$ cat src/rtl/spi_cmd_slave_if.sv
// Command-bus interface between the SPI command slave and the register modules.
// Carries the SPI pins together with the parallel strobe/select/data bus.
interface spi_cmd_slave_if #(
    parameter int unsigned NUM_MODULES = 4
) ();
    logic                       i_spi_sck;
    logic                       i_spi_mosi;
    logic                       i_spi_cs_b;
    logic                       o_spi_miso;
    logic [4:0]                 o_ioc;
    logic [7:0]                 o_data_out;
    logic [8*NUM_MODULES-1:0]   i_data_in;
    logic [NUM_MODULES-1:0]     o_cs;
    logic                       o_fetch_cmd;
    logic                       o_load_cmd;
    logic                       o_busy;

    modport slave (
        input  i_spi_sck,
        input  i_spi_mosi,
        input  i_spi_cs_b,
        input  i_data_in,
        output o_spi_miso,
        output o_ioc,
        output o_data_out,
        output o_cs,
        output o_fetch_cmd,
        output o_load_cmd,
        output o_busy
    );

    modport master (
        output i_spi_sck,
        output i_spi_mosi,
        output i_spi_cs_b,
        output i_data_in,
        input  o_spi_miso,
        input  o_ioc,
        input  o_data_out,
        input  o_cs,
        input  o_fetch_cmd,
        input  o_load_cmd,
        input  o_busy
    );
endinterface

$ cat src/rtl/spi_cmd_slave.sv
// SPI mode-0 slave turning 2-byte host frames (command + data) into one-cycle
// load/fetch strobes on the register command bus; reads are serialised on MISO.
module spi_cmd_slave #(
    parameter int unsigned NUM_MODULES = 4,
    parameter int unsigned SYNC_STAGES = 2
) (
    input  logic            i_sys_clk,
    input  logic            i_rst,
    spi_cmd_slave_if.slave  bus
);

    localparam int unsigned DATA_W = 8;
    localparam int unsigned IOC_W  = 5;
    localparam int unsigned IDX_W  = 2;
    localparam int unsigned CNT_W  = 5;

    typedef enum logic [2:0] {
        IDLE,
        CMD,
        FETCH,
        RLOAD,
        RDATA,
        WDATA,
        DONE
    } state_t;

    state_t                 state;

    logic [SYNC_STAGES-1:0] sck_sync;
    logic [SYNC_STAGES-1:0] mosi_sync;
    logic [SYNC_STAGES-1:0] csb_sync;
    logic                   sck_prev;
    logic                   csb_prev;
    logic                   armed;

    logic                   sck_s;
    logic                   mosi_s;
    logic                   csb_s;
    logic                   sck_rise;
    logic                   sck_fall;
    logic                   cs_fall;
    logic                   cs_rise;

    logic [CNT_W-1:0]       bit_cnt;
    logic [DATA_W-2:0]      rx_shift;
    logic [DATA_W-1:0]      rx_byte;
    logic [DATA_W-1:0]      tx_shift;
    logic [IDX_W-1:0]       idx;
    logic                   sel_valid;
    logic [IDX_W-1:0]       cmd_idx_c;
    logic                   cmd_valid_c;
    logic [DATA_W-1:0]      rd_byte;

    logic                   miso_q;
    logic [IOC_W-1:0]       ioc_q;
    logic [DATA_W-1:0]      data_out_q;
    logic [NUM_MODULES-1:0] cs_q;
    logic                   fetch_q;
    logic                   load_q;
    logic                   busy_q;

    // Pin synchronisers. CS_B resets to "low" so a frame already in progress at
    // reset release never produces a falling edge; armed gates o_busy until a
    // genuine high has been seen on the pin.
    always_ff @(posedge i_sys_clk) begin
        if (i_rst) begin
            sck_sync  <= '0;
            mosi_sync <= '0;
            csb_sync  <= '0;
            sck_prev  <= 1'b0;
            csb_prev  <= 1'b0;
            armed     <= 1'b0;
        end else begin
            sck_sync  <= {sck_sync[SYNC_STAGES-2:0], bus.i_spi_sck};
            mosi_sync <= {mosi_sync[SYNC_STAGES-2:0], bus.i_spi_mosi};
            csb_sync  <= {csb_sync[SYNC_STAGES-2:0], bus.i_spi_cs_b};
            sck_prev  <= sck_s;
            csb_prev  <= csb_s;
            armed     <= armed | csb_s;
        end
    end

    assign sck_s    = sck_sync[SYNC_STAGES-1];
    assign mosi_s   = mosi_sync[SYNC_STAGES-1];
    assign csb_s    = csb_sync[SYNC_STAGES-1];
    assign sck_rise = sck_s & ~sck_prev;
    assign sck_fall = ~sck_s & sck_prev;
    assign cs_fall  = csb_prev & ~csb_s;
    assign cs_rise  = ~csb_prev & csb_s;

    assign rx_byte     = {rx_shift, mosi_s};
    assign cmd_idx_c   = rx_byte[6:5];
    assign cmd_valid_c = (32'(cmd_idx_c) < NUM_MODULES);

    function automatic logic [NUM_MODULES-1:0] decode(input logic [IDX_W-1:0] sel);
        logic [NUM_MODULES-1:0] oh;
        oh = '0;
        for (int unsigned k = 0; k < NUM_MODULES; k++) begin
            oh[k] = (sel == IDX_W'(k));
        end
        return oh;
    endfunction

    // Read-data mux; out-of-range selects never reach a bus slice.
    always_comb begin
        rd_byte = '0;
        for (int unsigned k = 0; k < NUM_MODULES; k++) begin
            if (idx == IDX_W'(k)) begin
                rd_byte = bus.i_data_in[k*DATA_W +: DATA_W];
            end
        end
    end

    // Frame sequencer. Strobes are registered on the edge that detects the 8th
    // (read) or 16th (write) SCK rise, so they are high during FETCH / first DONE cycle.
    always_ff @(posedge i_sys_clk) begin
        if (i_rst) begin
            state      <= IDLE;
            bit_cnt    <= '0;
            rx_shift   <= '0;
            tx_shift   <= '0;
            idx        <= '0;
            sel_valid  <= 1'b0;
            miso_q     <= 1'b0;
            ioc_q      <= '0;
            data_out_q <= '0;
            cs_q       <= '0;
            fetch_q    <= 1'b0;
            load_q     <= 1'b0;
            busy_q     <= 1'b0;
        end else begin
            fetch_q <= 1'b0;
            load_q  <= 1'b0;
            cs_q    <= '0;
            busy_q  <= armed & ~csb_s;

            if ((state != IDLE) && cs_rise) begin
                state   <= IDLE;
                bit_cnt <= '0;
                miso_q  <= 1'b0;
            end else begin
                case (state)
                    IDLE: begin
                        miso_q <= 1'b0;
                        if (cs_fall) begin
                            bit_cnt <= '0;
                            state   <= CMD;
                        end
                    end

                    CMD: begin
                        miso_q <= 1'b0;
                        if (sck_rise) begin
                            rx_shift <= rx_byte[DATA_W-2:0];
                            bit_cnt  <= bit_cnt + CNT_W'(1);
                            if (bit_cnt == CNT_W'(7)) begin
                                ioc_q     <= rx_byte[IOC_W-1:0];
                                idx       <= cmd_idx_c;
                                sel_valid <= cmd_valid_c;
                                if (rx_byte[7]) begin
                                    state <= WDATA;
                                end else begin
                                    state   <= FETCH;
                                    fetch_q <= cmd_valid_c;
                                    cs_q    <= cmd_valid_c ? decode(cmd_idx_c) : '0;
                                end
                            end
                        end
                    end

                    FETCH: begin
                        state <= RLOAD;
                    end

                    // Module answers one cycle after the strobe; capture it here.
                    RLOAD: begin
                        tx_shift <= sel_valid ? rd_byte : '0;
                        state    <= RDATA;
                    end

                    RDATA: begin
                        if (sck_fall) begin
                            miso_q   <= tx_shift[DATA_W-1];
                            tx_shift <= {tx_shift[DATA_W-2:0], 1'b0};
                        end
                        if (sck_rise) begin
                            bit_cnt <= bit_cnt + CNT_W'(1);
                            if (bit_cnt == CNT_W'(15)) begin
                                miso_q <= 1'b0;
                                state  <= DONE;
                            end
                        end
                    end

                    WDATA: begin
                        miso_q <= 1'b0;
                        if (sck_rise) begin
                            rx_shift <= rx_byte[DATA_W-2:0];
                            bit_cnt  <= bit_cnt + CNT_W'(1);
                            if (bit_cnt == CNT_W'(15)) begin
                                data_out_q <= rx_byte;
                                load_q     <= sel_valid;
                                cs_q       <= sel_valid ? decode(idx) : '0;
                                state      <= DONE;
                            end
                        end
                    end

                    DONE: begin
                        miso_q <= 1'b0;
                    end

                    default: begin
                        state <= IDLE;
                    end
                endcase
            end
        end
    end

    assign bus.o_spi_miso  = miso_q;
    assign bus.o_ioc       = ioc_q;
    assign bus.o_data_out  = data_out_q;
    assign bus.o_cs        = cs_q;
    assign bus.o_fetch_cmd = fetch_q;
    assign bus.o_load_cmd  = load_q;
    assign bus.o_busy      = busy_q;

endmodule

$ cat src/flat_wrapper.sv
// flat-port wrapper written by rule: the top's interface ports become plain ports
module spi_cmd_slave_flat 
#(
    parameter int unsigned NUM_MODULES = 4,
    parameter int unsigned SYNC_STAGES = 2
)
  (i_sys_clk, i_rst, bus_i_spi_sck, bus_i_spi_mosi, bus_i_spi_cs_b, bus_i_data_in, bus_o_spi_miso, bus_o_ioc, bus_o_data_out, bus_o_cs, bus_o_fetch_cmd, bus_o_load_cmd, bus_o_busy);
  spi_cmd_slave_if #(.NUM_MODULES(NUM_MODULES)) bus_i ();
  input  logic i_sys_clk;
  input  logic i_rst;
  input wire logic [$bits(bus_i.i_spi_sck)-1:0] bus_i_spi_sck;
  input wire logic [$bits(bus_i.i_spi_mosi)-1:0] bus_i_spi_mosi;
  input wire logic [$bits(bus_i.i_spi_cs_b)-1:0] bus_i_spi_cs_b;
  input wire logic [$bits(bus_i.i_data_in)-1:0] bus_i_data_in;
  output wire logic [$bits(bus_i.o_spi_miso)-1:0] bus_o_spi_miso;
  output wire logic [$bits(bus_i.o_ioc)-1:0] bus_o_ioc;
  output wire logic [$bits(bus_i.o_data_out)-1:0] bus_o_data_out;
  output wire logic [$bits(bus_i.o_cs)-1:0] bus_o_cs;
  output wire logic [$bits(bus_i.o_fetch_cmd)-1:0] bus_o_fetch_cmd;
  output wire logic [$bits(bus_i.o_load_cmd)-1:0] bus_o_load_cmd;
  output wire logic [$bits(bus_i.o_busy)-1:0] bus_o_busy;
  assign bus_i.i_spi_sck = bus_i_spi_sck;
  assign bus_i.i_spi_mosi = bus_i_spi_mosi;
  assign bus_i.i_spi_cs_b = bus_i_spi_cs_b;
  assign bus_i.i_data_in = bus_i_data_in;
  assign bus_o_spi_miso = bus_i.o_spi_miso;
  assign bus_o_ioc = bus_i.o_ioc;
  assign bus_o_data_out = bus_i.o_data_out;
  assign bus_o_cs = bus_i.o_cs;
  assign bus_o_fetch_cmd = bus_i.o_fetch_cmd;
  assign bus_o_load_cmd = bus_i.o_load_cmd;
  assign bus_o_busy = bus_i.o_busy;
  spi_cmd_slave #(.NUM_MODULES(NUM_MODULES), .SYNC_STAGES(SYNC_STAGES)) u_core (.i_sys_clk(i_sys_clk), .i_rst(i_rst), .bus(bus_i));
endmodule
$ cat config.mk
export PLATFORM = sky130hd
export DESIGN_NAME = spi_cmd_slave_flat
export DESIGN_NICKNAME = d
export VERILOG_FILES = /design/src/rtl/spi_cmd_slave_if.sv /design/src/rtl/spi_cmd_slave.sv /design/src/flat_wrapper.sv
export SDC_FILE = /design/constraint.sdc
export NUM_CORES = 1
export LEC_CHECK = 0
export CORE_MARGIN = 2
export CORE_UTILIZATION = 40
export DETAILED_ROUTE_END_ITERATION = 10
export DONT_BUFFER_PORTS = 1
export PLACE_DENSITY = 0.61
export SYNTH_ARGS = -nofsm -noshare
export SYNTH_HDL_FRONTEND = slang
export SYNTH_SLANG_ARGS = --single-unit
$ cat constraint.sdc
create_clock -name i_sys_clk -period 3.9 [get_ports i_sys_clk]
set_input_delay 0.78 -clock i_sys_clk [delete_from_list [all_inputs] [get_ports i_sys_clk]]
set_output_delay 0.78 -clock i_sys_clk [all_outputs]
set_load 0.05 [all_outputs]
# --- Word-level counts from Yosys, hierarchy flattened ---
# Index checks and enable logic that the tools add are counted.
# W data, S select, Z words.
classes:
  addsub: 1
  mul: 0
  n_div: 0
  order_cmp: 0
  n_eq_ne: 21
  n_shift: 0
  n_mux: 29
  n_bitwise: 17
  reduce_logical: 21
op_table:
  columns: ["cell", "count"]
  rows:
  - ["$mux W8", 6]
  - ["$mux W4", 6]
  - ["$mux W3", 6]
  - ["$pmux W3 S6", 1]
  - ["$pmux W8 S2", 1]
  - ["$ne A2 B1 Y1 const B", 7]
  - ["$not A1 Y1", 11]
  - ["$mux W5", 2]
  - ["$pmux W5 S2", 1]
  - ["$reduce_or A5 Y1", 2]
  - ["$eq A3 B3 Y1 const B", 3]
  - ["$reduce_and A3 Y1", 3]
  - ["$eq A2 B2 Y1 const B", 4]
  - ["$pmux W4 S2", 1]
  - ["$reduce_and A4 Y1", 2]
  - ["$eq A3 B2 Y1 const B", 2]
  - ["$reduce_and A6 Y1", 1]
  - ["$reduce_bool A2 Y1", 3]
  - ["$reduce_or A2 Y1", 3]
  - ["$add A5 B1 Y5 const B", 1]
  - ["$and A1 B1 Y1", 5]
  - ["$eq A5 B3 Y1 const B", 1]
  - ["$eq A5 B4 Y1 const B", 1]
  - ["$eq A2 B1 Y1 const B", 2]
  - ["other kinds (10)", 14]
word_totals:
  register_bits: 56
  latchBits: 0
  ram_bits: 0
  rom_bits: 0
  input_bits: 37
  out_inout_bits: 21
  n_memories: 0

# --- Logic depth before layout (Yosys ltp) ---
# Gate-level depths: netlist of the first run.
logic_depth:
  depth_word: 7
  mapped_depth: 8

# --- Worst setup path before layout of the first run ---
# No wires, ideal clock.
synth_path:
  kind: "register -> register"
  from: "reg u_core.bit_cnt[0]"
  to: "reg u_core.data_out_q[6], in the netlist u_core.bus.o_data_out[6]"
  arrival_ps: 1714
  t_required_ps: 3772
  setup_slack_ps: 2058
  path_stages_with_launch: 9
  path_buffers: 1
  synth_period_minus_slack_ps: 1842
  path_cell_list: "dfxtp_1 ha_1 and3_1 ha_1 nand2_1 or3_2 buf_2 mux2i_1 nor2_1"
synth_via:
  elab_chain_cells: 2
synth_lines:
  columns: ["item", "line_no", "text"]
  rows:
  - ["start: declaration", "spi_cmd_slave.sv:44", "logic [CNT_W-1:0] bit_cnt;"]
  - ["start signal: assignment", "spi_cmd_slave.sv:155", "bit_cnt <= bit_cnt + CNT_W'(1);"]
  - ["start signal: assignment", "spi_cmd_slave.sv:187", "bit_cnt <= bit_cnt + CNT_W'(1);"]
  - ["start signal: assignment", "spi_cmd_slave.sv:199", "bit_cnt <= bit_cnt + CNT_W'(1);"]
  - ["$eq A5 B4 Y1", "spi_cmd_slave.sv:200", "if (bit_cnt == CNT_W'(15)) begin"]
  - ["$reduce_and A4 Y1 (no line)", null, null]
  - ["end signal: assignment", "spi_cmd_slave.sv:201", "data_out_q <= rx_byte;"]
  - ["end: declaration", "spi_cmd_slave.sv:56", "logic [DATA_W-1:0] data_out_q;"]
# Every way passes these cells.
# A chain may end at the register's enable or synchronous reset.

# --- Final worst setup path of the first run ---
layout_path:
  from: "reg u_core.bit_cnt[0]"
  to: "reg u_core.data_out_q[7], in the netlist u_core.bus.o_data_out[7]"
# Same word-level chain as after synthesis.

==> results.sh, run 1 <==
export IMPL_wire_per_inst_um=16.10
export IMPL_final_cell_mix="56 x dfxtp_1, 35 x nor2_1, 24 x mux2i_1"
export IMPL_seq_area_frac_synth=0.4528
export IMPL_clock_latency_ns=0.30
export IMPL_clock_path_buffers=2
export IMPL_worstPathArrival_ns=2.23
export IMPL_track_usage=0.1628
export IMPL_cts_tree="done"
export IMPL_grt_start_max_net_pins=45
export IMPL_fin_crit_sh=0.5225
export IMPL_slowest_delay_ns=0.58
export IMPL_swShare=0.2337
export IMPL_required_ns=4.10
export IMPL_first_pass_iters=4
export IMPL_relSlewSlack=0.5427
export IMPL_r2r_end="u_core.bus.o_data_out[7]"
export IMPL_grt_pass1_vias=1714
export IMPL_synth_edf_count=0
export IMPL_cp_slowest_cell="or3_2"
export IMPL_start_util=0.4158
export IMPL_die_h_um=82.68
export IMPL_holdPathStages=1
export IMPL_hp_class="flop to flop"
export IMPL_drv_cap=0
export IMPL_synth_net_count=286
export IMPL_switchingPower_mw=0.2489
export IMPL_crit_path_end="u_core.bus.o_data_out[7]"
export IMPL_p_clk_frac=0.344
export IMPL_drive_gt1_frac=0.1008
export IMPL_synthFlopType="dfxtp_1"
export IMPL_grt_remaining_overflow=0
export IMPL_hpwl_um=3626
export IMPL_core_rowCount=28
export IMPL_worst_slew_pin_slew_ns=0.6808
export IMPL_r2r_start="u_core.bit_cnt[0]"
export IMPL_dp_cells=305
export IMPL_powerDensity_mw_per_mm2=409.5
export IMPL_syn_inst=247
export IMPL_crit_fanout=8
export IMPL_post_route_util=0.4368
export IMPL_drt_iter0_markers=86
export IMPL_synthArstFlopShare=0
export IMPL_clk_pin_slew_worst_paths_ns=0.09
export IMPL_io_buffer_count=0
export IMPL_postRouteWirelength_um=5040
export IMPL_final_nets=276
export IMPL_synth_seq_cells=56
export IMPL_fp_coreArea_mm2=0.005956
export IMPL_synth_distinct_cells=43
export IMPL_layout_cells_non_filler=313
export IMPL_hold_viol=0
export IMPL_antenna_found_initial=0
export IMPL_path_class="flop to flop"
export IMPL_setup_slack_ns=1.862
export IMPL_post_cts_buffers=0
export IMPL_outcome="completed"
export IMPL_cts_sinks=56
export IMPL_setup_viol=0
export IMPL_ios=58
export IMPL_reg2reg_slack_ns=1.86
export IMPL_viasPerCell=5.463
export IMPL_h_tree_depth=2
export IMPL_die_area_mm2=0.006836
export IMPL_end_kind="flop"
export IMPL_n_antenna_cell=0
export IMPL_peakVddDrop_mv=0.2407
export IMPL_numCtsBuffers=5
export IMPL_startpoint="u_core.bit_cnt[0]"
export IMPL_cp_cell_sequence="ha_1 > and3_1 > ha_1 > nand2_1 > or3_2 > mux2i_1 > nor2_1"
export IMPL_grt_pass1_wl_um=8521
export IMPL_syn_to_final_growth_pct=5.053
export IMPL_vias=1710
export IMPL_die_w_um=82.68
export IMPL_hold_ws_ns=0.4414
export IMPL_synth_cell_area_mm2=0.002476
export IMPL_rr_worst_depth=7
export IMPL_cts_hold_fix_buffers=0
export IMPL_p_int_mw=0.8163
export IMPL_worst_path_most_repeated_cell="ha_1"
export IMPL_cts_root_buf="clkbuf_8"
export IMPL_startpoint_type="flop"
export IMPL_ctsResizeCount=0
export IMPL_layout_commonest_cell="dfxtp_1"
export IMPL_timing_fmax_mhz=490.7
export IMPL_fin_skew_ns=0.008461
export IMPL_gp_congestion=0.8528
export IMPL_avgSynthCellArea_um2=10.02
export IMPL_rsz0062_at_grt="false"
export IMPL_place_ws_ns=1.858
export IMPL_leakagePower_nw=0.9572
export IMPL_remaining_drc_errors=0
export IMPL_fin_tns_setup_ns=0
export IMPL_pwr_share_comb=0.093
export IMPL_post_route_min_period_ns=2.038
export IMPL_ant_nets=0
export IMPL_yosys_warnings=0
export IMPL_drv_slew=0
export IMPL_p_seq_frac=0.563
[cells by family (layout without fill, tap and decap cells)]
family / Yosys count / in the layout / synth area share
simple gates: 81 / 81 / 0.1839
flops: 56 / 56 / 0.4528
compound gates: 48 / 48 / 0.1344
mux: 32 / 32 / 0.1698
buf+inv: 28 / 19 / 0.04902
fa+ha+maj: 2 / 2 / 0.01010
[cells in the mapped netlist (2+ instances only)]
cell,instances,share of area
a211oi_1,8,0.024
a21o_1,2,0.0061
a21oi_1,14,0.028
a22oi_1,9,0.027
buf_2,4,0.0081
clkbuf_1,12,0.018
dfxtp_1,56,0.45
ha_1,2,0.010
inv_1,10,0.015
mux2i_1,24,0.097
mux4_2,8,0.073
nand2_1,7,0.011
nand2b_1,4,0.010
nand3_1,4,0.0081
nand4_1,3,0.0076
nor2_1,35,0.053
nor2b_1,12,0.030
nor3_1,2,0.0040
nor3b_1,2,0.0061
o21ai_0,3,0.0061
o32ai_1,4,0.014
[how the worst min path moves through the flow]
| stage | start | end |
|---|---|---|
| after floorplan | u_core.csb_sync[0] | u_core.csb_sync[1] |
| after global placement | u_core.mosi_sync[0] | u_core.mosi_sync[1] |
| after detailed placement | u_core.mosi_sync[0] | u_core.mosi_sync[1] |
| after CTS | u_core.mosi_sync[0] | u_core.mosi_sync[1] |
| after global routing | u_core.mosi_sync[0] | u_core.mosi_sync[1] |
| final | u_core.mosi_sync[0] | u_core.mosi_sync[1] |
[registers in the layout, indices dropped and copies added, names as in the netlist]
register / count
u_core.mosi_sync: 2
u_core.sck_sync: 2
u_core.bit_cnt: 5
u_core.bus.o_busy: 1
u_core.rx_shift: 7
u_core.csb_prev: 1
u_core.bus.o_ioc: 5
u_core.bus.o_fetch_cmd: 1
u_core.bus.o_load_cmd: 1
u_core.tx_shift: 8
u_core.state: 3
u_core.csb_sync: 2
u_core.sck_prev: 1
u_core.idx: 2
u_core.bus.o_cs: 4
u_core.bus.o_data_out: 8
u_core.bus.o_spi_miso: 1
u_core.sel_valid: 1
u_core.armed: 1
[power by group through the flow]
| stage | combinational [mW] | sequential [mW] | clock, mW |
|---|---|---|---|
| after global placement | 0.0981 | 0.612 | 0 |
| after CTS | 0.0979 | 0.600 | 0.384 |
| after global routing | 0.112 | 0.602 | 0.405 |
| final | 0.0989 | 0.600 | 0.367 |
| after floorplan | 0.106 | 0.600 | 0 |
| after detailed placement | 0.0976 | 0.613 | 0 |
[routing by layer]
layer / vias to the layer above / GRT usage / part of all wire
met5: - / 0 / 0
met4: 0 / 0.04754 / 0.0058
met3: 4 / 0.05000 / 0.058
met2: 32 / 0.2532 / 0.48
met1: 808 / 0.2183 / 0.46
li1: 866 / - / -
[layout make-up]
class / instances / area (um^2)
Clock buffer: 6 / 72.57
Clock inverter: 2 / 35.03
Fill cell: 593 / 3354
Inverter: 10 / 37.54
Multi-Input combinational cell: 163 / 1234
Sequential cell: 56 / 1121
Tap cell: 75 / 93.84
Timing Repair Buffer: 1 / 7.507
[critical path, delay by kind of cell, from the launching register on]
| family | cells | cell delay, ns |
|---|---|---|
| and+or+nand+nor | 4 | 0.88 |
| adders and majority gates | 2 | 0.47 |
| DFF | 1 | 0.38 |
| muxes | 1 | 0.20 |
[per-stage QoR]
step                      power, mW  area (um^2)
final                         1.065         2601
after global routing          1.119         2601
after CTS                     1.082         2601
after detailed placement     0.7104         2494
after global placement       0.7102         2494
after floorplan              0.7059         2476
Note: power is estimated with default switching activity, not from simulation.
==> inputs of run 2 (changes only) <==
- PLACE_DENSITY: 0.61 -> 0.63
- clock period: 3.9 -> 1.8 ns (I/O delays scaled with it)
==> run 2 against run 1 <==
Non-clock buffer count up 27; via count up 7.5%; routed wire length up 5.0%; sequential share of layout area down 5.2 points; final cell count up 8.6%; clock skew up 0.00095 ns; utilization up 6.1 points; sequential power up 120%; die area unchanged; maximum frequency up 17%; global-route usage up 0.13 points; clock-buffer cell count unchanged; largest cell class unchanged.
==> results.sh, run 2 (same netlist as run 1, synthesis figures left out) <==
export IMPL_hold_viol=0
export IMPL_multi_input_area_mm2=0.001361
export IMPL_first_pass_iters=4
export IMPL_core_rowCount=28
export IMPL_clock_latency_ns=0.31
export IMPL_crit_fanout=3
export IMPL_cts_root_buf="clkbuf_8"
export IMPL_n_antenna_cell=0
export IMPL_fill_cells=556
export IMPL_cts_hold_fix_buffers=0
export IMPL_end_kind="flop"
export IMPL_powerDensity_mw_per_mm2=823.9
export IMPL_postRouteWirelength_um=5290
export IMPL_track_usage=0.1641
export IMPL_hp_class="input port to flop"
export IMPL_ios=58
export IMPL_relSlewSlack=0.6477
export IMPL_io_buffer_count=0
export IMPL_timing_fmax_mhz=572.9
export IMPL_peakVddDrop_mv=0.5100
export IMPL_die_h_um=82.68
export IMPL_layout_commonest_cell="dfxtp_1"
export IMPL_wl_met2_um=2555
export IMPL_ant_nets=0
export IMPL_startpoint_type="flop"
export IMPL_regArea_mm2=0.001124
export IMPL_clock_path_buffers=2
export IMPL_remaining_drc_errors=0
export IMPL_dr_max_layer_used="met4"
export IMPL_drive_gt1_frac=0.2491
export IMPL_antenna_found_initial=0
export IMPL_path_class="flop to flop"
export IMPL_grt_remaining_overflow=0
export IMPL_syn_to_final_growth_pct=19.71
export IMPL_hold_ws_ns=0.1103
export IMPL_met1_length_um=2389
export IMPL_final_nets=303
export IMPL_drv_slew=0
export IMPL_fin_crit_sh=0.9697
export IMPL_required_ns=2.01
export IMPL_worstPathArrival_ns=1.96
export IMPL_fin_tns_setup_ns=0
export IMPL_grt_pass1_wl_um=8528
export IMPL_final_cell_mix="54 x dfxtp_1, 35 x nor2_1, 26 x buf_4"
export IMPL_die_w_um=82.68
export IMPL_vias=1839
export IMPL_grt_start_max_net_pins=45
export IMPL_cts_sinks=56
export IMPL_start_util=0.4158
export IMPL_rsz0062_at_grt="true"
export IMPL_cts_tree="done"
export IMPL_drv_cap=0
export IMPL_die_area_mm2=0.006836
export IMPL_clk_pin_slew_worst_paths_ns=0.10
export IMPL_drt_iter0_markers=81
export IMPL_placed_area_mm2=0.002700
export IMPL_wire_per_inst_um=15.56
export IMPL_fin_skew_ns=0.009407
export IMPL_numCtsBuffers=5
export IMPL_worst_slew_pin_slew_ns=0.5277
export IMPL_grt_pass1_vias=1789
export IMPL_final_area_mm2=0.002964
export IMPL_post_route_min_period_ns=1.746
export IMPL_setup_viol=0
export IMPL_gp_congestion=0.7800
export IMPL_leakagePower_nw=1.146
export IMPL_fp_coreArea_mm2=0.005956
export IMPL_post_route_util=0.4977
export IMPL_outcome="completed"
export IMPL_routed_wl_met3_um=253
export IMPL_h_tree_depth=2
export IMPL_viasPerCell=5.409
export IMPL_hpwl_um=3705
-- run 2: through the flow --
step	setup slack [ns]	std cells	total power, mW
6_report	0.05448	340	2.442
5_1_grt	-0.02198	340	2.547
4_1_cts	0.01879	338	2.458
3_5_place_dp	-0.06633	330	1.604
3_3_place_gp	-0.01726	330	1.602
2_1_floorplan	0.01694	247	1.530
-- run 2: routing by layer --
metal | track usage | vias to the layer above
li1 | - | 917
met1 | 0.2132 | 874
met2 | 0.2661 | 39
met3 | 0.04348 | 9
met4 | 0.05246 | 0
met5 | 0 | -
-- run 2: timing repair --
| action | 4_1_cts | 5_1_grt |
|---|---|---|
| hold endpoints to repair | 0 | 0 |
| buffers inserted | 0 | 2 |
| setup endpoints to repair | 12 | 14 |
| gates resized for setup | 6 | 13 |
| pin swaps | 0 | 6 |
-- run 2: path summary, 6_finish.rpt --
path | startpoint | end | slack, ns | cells past startpoint
setup / recovery | u_core.bit_cnt[1] | u_core.bus.o_cs[0] | 0.05 | 9
hold / removal | i_rst | u_core.sck_sync[0] | 0.11 | 1
setup reg to reg | u_core.bit_cnt[1] | u_core.bus.o_cs[0] | 0.05 | 9
hold reg to reg | u_core.mosi_sync[0] | u_core.mosi_sync[1] | 0.44 | 1
-- run 2: critical path, cell delays in order (launching register included) --
cell and delay [ns]:
dfxtp_2 0.37, ha_4 0.14, and3_4 0.19, ha_4 0.15
buf_6 0.09, nand3_1 0.07, nor4_1 0.27, buf_4 0.20
nand2b_4 0.08, o32ai_4 0.10
-- run 2: cell type report --
type,count,area share
inverter,10,0.01266
clock buffer,6,0.02786
sequential,56,0.3791
tap,75,0.03166
clock inverter,2,0.01309
timing repair buffer,28,0.07640
multi-input combinational,163,0.4593
-- run 2: power by group --
part | switching (mW) | total [mW] | internal [mW]
registers | 0.0254 | 1.29 | 1.26
clock network | 0.404 | 0.859 | 0.455
logic | 0.153 | 0.296 | 0.143
total | 0.583 | 2.44 | 1.86
==> inputs of run 3 (changes only) <==
- CTS_CLUSTER_DIAMETER: not set -> 100
==> results of run 3 <==
The final DEF is identical to that of run 2; final timing and power are the same.
